===== src/rtl/fetch_stage.sv =====
// Instruction-fetch stage: owns the PC, reads the synchronous instruction ROM and hands
// {instr, PC+1, valid} to decode. Handles redirects, decode stalls via a one-entry skid buffer, and squashing.
module fetch_stage #(
    parameter int              AW       = 12,
    parameter int              DW       = 16,
    parameter logic [AW-1:0]   RESET_PC = '0
) (
    input  logic          clk,
    input  logic          rst,
    output logic          rom_rd,
    output logic [AW-1:0] rom_addr,
    input  logic [DW-1:0] ROM_data,
    input  logic          stall_i,
    input  logic          jump_en,
    input  logic [AW-1:0] jump_addr,
    input  logic          jr_en,
    input  logic [DW-1:0] jr_addr,
    input  logic          branch_en,
    input  logic [AW-1:0] branch_base,
    input  logic [5:0]    branch_offset,
    output logic [DW-1:0] if_instr,
    output logic [AW-1:0] if_pc1,
    output logic          if_valid
);

    typedef enum logic [1:0] {BOOT, FETCH, FLUSH} state_e;

    localparam logic [DW-1:0] NOP = '0;

    state_e        state_q, state_d;
    logic [AW-1:0] pc_q, pc_d;
    logic          pend_q, pend_d;
    logic [AW-1:0] pend_pc1_q, pend_pc1_d;
    logic          skid_valid_q, skid_valid_d;
    logic [DW-1:0] skid_instr_q, skid_instr_d;
    logic [AW-1:0] skid_pc1_q, skid_pc1_d;
    logic [DW-1:0] if_instr_q, if_instr_d;
    logic [AW-1:0] if_pc1_q, if_pc1_d;
    logic          if_valid_q, if_valid_d;

    logic          redirect;
    logic          redirect_act;
    logic [AW-1:0] target;
    logic [AW-1:0] pc_plus1;
    logic          unused_jr_hi;

    // Only the low AW bits of a register value can address the ROM.
    assign unused_jr_hi = ^jr_addr[DW-1:AW];

    assign redirect     = jump_en | jr_en | branch_en;
    assign redirect_act = redirect && (state_q != BOOT);
    assign pc_plus1     = pc_q + AW'(1);
    assign rom_addr     = pc_q;

    always_comb begin
        if (jr_en)
            target = jr_addr[AW-1:0];
        else if (jump_en)
            target = jump_addr;
        else
            target = branch_base + {{(AW-6){branch_offset[5]}}, branch_offset};
    end

    // NOTE: sequential state uses non-blocking assignments so every register samples pre-edge values.
    always_ff @(posedge clk or posedge rst) begin
        if (rst) state_q <= BOOT;
        else     state_q <= state_d;
    end

    always_comb begin
        state_d = state_q;
        unique case (state_q)
            BOOT:    state_d = FETCH;
            FETCH:   state_d = redirect ? FLUSH : FETCH;
            FLUSH:   state_d = redirect ? FLUSH : FETCH;
            default: state_d = BOOT;
        endcase
    end

    always_comb begin
        rom_rd = (state_q == FETCH) && !stall_i && !redirect;
    end

    // NOTE: every next-state signal gets a hold default first so no latch is inferred.
    always_comb begin
        pc_d         = pc_q;
        pend_d       = 1'b0;
        pend_pc1_d   = pend_pc1_q;
        skid_valid_d = skid_valid_q;
        skid_instr_d = skid_instr_q;
        skid_pc1_d   = skid_pc1_q;
        if_instr_d   = if_instr_q;
        if_pc1_d     = if_pc1_q;
        if_valid_d   = if_valid_q;

        if (redirect_act) begin
            // Wrong-path work in flight or parked in the skid is dropped.
            pc_d         = target;
            skid_valid_d = 1'b0;
            if_valid_d   = 1'b0;
            if_instr_d   = NOP;
        end else begin
            if (rom_rd) begin
                pc_d       = pc_plus1;
                pend_d     = 1'b1;
                pend_pc1_d = pc_plus1;
            end
            if (stall_i) begin
                if (pend_q) begin
                    skid_valid_d = 1'b1;
                    skid_instr_d = ROM_data;
                    skid_pc1_d   = pend_pc1_q;
                end
            end else if (skid_valid_q) begin
                if_instr_d   = skid_instr_q;
                if_pc1_d     = skid_pc1_q;
                if_valid_d   = 1'b1;
                skid_valid_d = 1'b0;
            end else if (pend_q) begin
                if_instr_d = ROM_data;
                if_pc1_d   = pend_pc1_q;
                if_valid_d = 1'b1;
            end else begin
                if_instr_d = NOP;
                if_valid_d = 1'b0;
            end
        end
    end

    // NOTE: the skid payload is reset along with its valid bit; it is a single word, not a memory.
    always_ff @(posedge clk or posedge rst) begin
        if (rst) begin
            pc_q         <= RESET_PC;
            pend_q       <= 1'b0;
            pend_pc1_q   <= '0;
            skid_valid_q <= 1'b0;
            skid_instr_q <= NOP;
            skid_pc1_q   <= '0;
            if_instr_q   <= NOP;
            if_pc1_q     <= '0;
            if_valid_q   <= 1'b0;
        end else begin
            pc_q         <= pc_d;
            pend_q       <= pend_d;
            pend_pc1_q   <= pend_pc1_d;
            skid_valid_q <= skid_valid_d;
            skid_instr_q <= skid_instr_d;
            skid_pc1_q   <= skid_pc1_d;
            if_instr_q   <= if_instr_d;
            if_pc1_q     <= if_pc1_d;
            if_valid_q   <= if_valid_d;
        end
    end

    assign if_instr = if_instr_q;
    assign if_pc1   = if_pc1_q;
    assign if_valid = if_valid_q;

endmodule

===== config.mk =====
export PLATFORM = sky130hd
export DESIGN_NAME = fetch_stage
export DESIGN_NICKNAME = d
export VERILOG_FILES = /design/src/rtl/fetch_stage.sv
export SDC_FILE = /design/constraint.sdc
export NUM_CORES = 1
export LEC_CHECK = 0
export BUFFER_PORTS_ARGS = -buffer_cell sky130_fd_sc_hd__buf_4
export CAP_MARGIN = 20
export CORE_MARGIN = 3
export CORE_UTILIZATION = 58
export CTS_CLUSTER_SIZE = 10
export DETAILED_ROUTE_END_ITERATION = 8
export GPL_TIMING_DRIVEN = 0
export PLACE_DENSITY = 0.85
export REMOVE_ABC_BUFFERS = 1
export SLEW_MARGIN = 0
export SYNTH_ARGS = -nofsm -noshare
export SYNTH_HDL_FRONTEND = slang
export SYNTH_SLANG_ARGS = --single-unit

===== constraint.sdc =====
create_clock -name clk -period 5 [get_ports clk]
set_input_delay 0.75 -clock clk [delete_from_list [all_inputs] [get_ports clk]]
set_output_delay 0.75 -clock clk [all_outputs]
set_load 0.01 [all_outputs]

## Word-level counts from Yosys, hierarchy flattened

Index checks and enable logic that the tools add are counted.

- Bits in registers: 85
- Latch bits: 0
- Bits in writable memories: 0
- Bits in read-only memories: 0
- Input port bits: 68
- Logic and storage cells: 54
- Memories: 0

- Add/subtract/negate cells: 2
- Multipliers: 0
- Div/mod/pow operators: 0
- Order comparisons: 0
- Equal/unequal tests: 4
- Shift operators: 0
- Mux-type cells: 21
- Bitwise operators: 4
- Reductions and logical operators: 13

Operators with widths:

| kind | number |
|---|---|
| two-way mux 12 bit | 6 |
| two-way mux 16 bit | 4 |
| adder 12 x 1 -> 12 bit (second input constant) | 1 |
| adder 12 bit | 1 |
| two-way mux 1 bit | 9 |
| AND reduction 3 bit | 2 |
| nonzero test 2 bit | 3 |
| one-hot mux 2 bit (2 select lines) | 1 |
| logical AND 1 bit | 3 |
| != test 3 x 1 -> 1 bit (second input constant) | 1 |
| equality test 2 x 1 -> 1 bit (second input constant) | 1 |
| equality test 2 bit (second input constant) | 1 |
| logical NOT 1 bit | 2 |
| logical NOT 2 bit | 1 |
| two-way mux 2 bit | 1 |
| != test 2 x 1 -> 1 bit (second input constant) | 1 |
| NOT 1 bit | 2 |
| bitwise OR 1 bit | 2 |
| AND reduction 2 bit | 1 |
| OR reduction 2 bit | 1 |

## Logic depth before layout (Yosys ltp)

- Depth in word-level cells: 6
- Depth in mapped cells: 9
- Gate-level depth less buffers: 9

## Worst setup path before layout

No wires, ideal clock.

- Kind: input to output
- Start: input port jump_en
- End: output port rom_rd
- Arrival time: 1.851 ns
- Required time: 4.250 ns
- Setup slack: 2.399 ns
- Stages on the path: 6
- Path buffers: 3
- Cell sequence: buf_4 nor3_4 nand3b_2 clkbuf_1 clkbuf_1 inv_1

- Longest elaborated chain between the ends: 4

Ends and longest elaborated chain:

| element | line | source |
|---|---|---|
| start, declared | 14 | `input logic jump_en,` |
| bitwise OR 1 bit (2 in a row) | 50 | `assign redirect = jump_en \| jr_en \| branch_en;` |
| logical NOT 1 bit | 81 | `rom_rd = (state_q == FETCH) && !stall_i && !redirect;` |
| logical AND 1 bit | 81 |  |
| end, declared | 10 | `output logic rom_rd,` |

Every way passes these cells.

## Final worst setup path

Ends and elaborated chain as after synthesis.

==> results by group <==
Setup path
  – Worst Setup Start Kind: input port
  – Critical Path RT: between 4 and 5 ns
  – Number of cells on the worst reg-to-reg path: 6
  – CP Max Fanout: 34
  – Arrival time at the worst endpoint: ~2.2 ns
  – Setup CP Type: in -> out
  – R2R Setup Slk: between 2 and 3 ns
  – Crit Reg-Reg Endpoint: if_pc1[10]$_DFFE_PP0P_
  – RR Startpoint: state_q[0]$_DFF_PP0_
  – CP Capture Type: output pin

Synthesis
  – Synth top area share: 0.4627
  – Synth cell count leaders: dfrtp_1, nor2_1, nand2_1
  – Syn Inst Count: 466
  – FFs w/ async S/R, synth: 1.000
  – Avg Cell Area, Syn: 9.865 µm²
  – EDFF count, synth: 0
  – Register area share after synthesis: 0.4627
  – Main area contributors after synthesis: dfrtp_1, mux2_1, nor2_1, ha_1, nand2_1
  – Synth unique cells: 56
  – Mapped cell area: ~4600 µm²
  – YS warnings: 0
  – Leading area contributor after synthesis: dfrtp_1
  – Count leader, synth: dfrtp_1
  – Main synth FF type: dfrtp_1
  – Yosys reg bits: 85

Floorplan
  – Die area: 9030 µm²
  – Die X: roughly 95 µm
  – Core area: between 7000 and 8000 µm²
  – Core Rows: 31
  – Starting Density: 0.6141
  – IO Count: 110
  – Die height: about 95 µm

GRT
  – Initial antenna violation count: 0
  – Pin count of the biggest net entering global routing: ~70
  – Overflow after GRT: 0
  – Global Route Usage Sum: 0.2432
  – Vias in the first global route: 3692
  – First-pass GRT wire length: ~17 mm

Power and ir drop
  – Peak supply drop: approximately 0.00019 V
  – Leakage: around 2.8 nW
  – Gate power share: 0.323
  – Power per cell area: 396.2 nW/µm²
  – Power Internal: around 0.0015 W
  – Switch Pwr: between 0.0007 and 0.0008 W
  – Clock share of power: 0.236
  – Switching portion of total power: 0.3412
  – Seq pwr share: 0.440

CTS
  – Clock Tree Buf Depth: 2
  – CTS Sinks: 85
  – Worst-path clk slew: roughly 0.080 ns
  – CTS tree: done
  – Clk Latency, worst-skew pair: approximately 0.36 ns
  – Resized cells post-CTS: 0
  – Deepest level of the CTS H-tree: 3
  – Root Buffer: clkbuf_8
  – Cts hold-fix bufs: 0
  – Num CTS Buffers: 9
  – Post CTS Setup Buffer Count: 0

Route
  – Post-route ant nets: 0
  – Vias per cell: 5.558
  – DR WL/cell: between 15 and 20 µm
  – Number of vias in the routed layout: between 3000 and 4000
  – Remaining DRCs: 0
  – Drt first pass iters: 4
  – Final wirelength: ~10 mm
  – Number of DRC markers in iteration 0: 210

Hold path
  – HP Class: in -> async

STA
  – Final setup TNS: 0 ns
  – Final Hold Fails: 0
  – Final setup viols: 0
  – Hold WS: between 0.3 and 0.4 ns
  – Final Slew Violations: 0
  – Minimum clock period: roughly 3 ns
  – Setup ws final: between 2 and 2.5 ns
  – Period utilisation layout: 0.5854
  – RSZ-0062 raised after global routing: false
  – Fmax: 0.3416 GHz
  – Slew HR: 0.5151
  – Skew final: ~0.0091 ns
  – Worst Tran Pin Value: between 0.7 and 0.8 ns

Place
  – Placed Area: approximately 5400 µm²
  – Routability Congestion: slightly above 0.9
  – Hpwl dp: approximately 7.6 mm
  – I/O Buffers: ~110
  – DP Worst Slack: 1.986 ns

Run status
  – Status: completed

Final layout
  – Final net count: between 600 and 700
  – Synth-to-layout area growth: 23.76%
  – Design Area, Final: between 5000 and 6000 µm²
  – Ant. Diodes: 0
  – Share of layout cells above drive strength 1: 0.2562

Job
  – Max_cap viols: 0
==> routing by layer <==
metal	vias to the layer above	part of all wire	GRT usage
li1	1844	-	-
met1	1720	0.43	0.3050
met2	120	0.49	0.4216
met3	12	0.060	0.04736
met4	0	0.013	0.08293
met5	-	0	0
==> sequential cells by signal, indices dropped and copies added (netlist names) <==
signal        count
pend_pc1_q       12
skid_instr_q     16
skid_pc1_q       12
if_pc1           12
if_instr         16
rom_addr         12
pend_q            1
if_valid          1
state_q           2
skid_valid_q      1
==> layout make-up <==
class,instances,area (µm²)
fill,541,1797
inverter,10,40.04
sequential,85,2127
clock buffer,10,137.6
multi-input combinational,346,2308
tap,99,123.9
clock inverter,6,86.33
timing repair buffer,109,865.8
==> stage by stage <==
step / util / cells / power (W)
after floorplan: - / 441 / 0.001412
after global placement: 0.7194 / 645 / 0.001678
after detailed placement: 0.7271 / 647 / 0.001717
after CTS: 0.7570 / 663 / 0.002255
after global routing: 0.7600 / 665 / 0.002394
final: 0.7600 / 665 / 0.002254
==> power groups by stage <==
| stage | Clock (W) | Sequential, W | Combinational (W) |
|---|---|---|---|
| 4_1_cts | 0.000545 | 0.000990 | 0.000721 |
| 3_5_place_dp | 0 | 0.00100 | 0.000715 |
| 2_1_floorplan | 0 | 0.00100 | 0.000411 |
| 6_report | 0.000533 | 0.000993 | 0.000728 |
| 3_3_place_gp | 0 | 0.000989 | 0.000688 |
| 5_1_grt | 0.000573 | 0.00101 | 0.000811 |
==> critical path, cell delays in order <==
cell,delay [ns]
buf_4,0.18
nor3_4,0.32
nand3b_2,0.56
inv_1,0.20
buf_4,0.14
==> how the worst max path moves through the flow <==
stage                 start                        to  slack (ns)  cells after the start
floorplan               rst   if_instr[0]$_DFFE_PP0N_        2.06                      1
global placement        rst  if_instr[10]$_DFFE_PP0N_        1.19                      2
detailed placement  jump_en    if_pc1[10]$_DFFE_PP0P_        1.99                      5
CTS                 jump_en                    rom_rd        2.07                      5
global route        jump_en                    rom_rd        1.96                      5
finish              jump_en                    rom_rd        2.07                      5
==> placed cells by master (no fill, tap or decap), types with 10 or more instances in the layout <==
| master | synthesis | layout |
|---|---|---|
| mux2i_1 | 16 | 16 |
| nand2_1 | 50 | 50 |
| a22oi_1 | 16 | 16 |
| buf_4 | 2 | 106 |
| ha_1 | 15 | 15 |
| mux2_1 | 20 | 20 |
| nor2_1 | 52 | 52 |
| a21oi_1 | 33 | 33 |
| clkbuf_8 | 0 | 10 |
| xnor2_1 | 12 | 12 |
| dfrtp_1 | 85 | 85 |
| o21ai_0 | 31 | 31 |
==> cell families (layout without fill, tap and decap cells) <==
logic type | after synthesis | after routing | synth area share
fa+ha+maj | 16 | 16 | 0.04518
simple gates | 143 | 143 | 0.1462
compound gates | 122 | 122 | 0.1674
xor+xnor | 21 | 21 | 0.04001
mux | 44 | 44 | 0.1034
buf+inv | 35 | 135 | 0.03511
flops | 85 | 85 | 0.4627
Power figures use the tool's default switching activity.
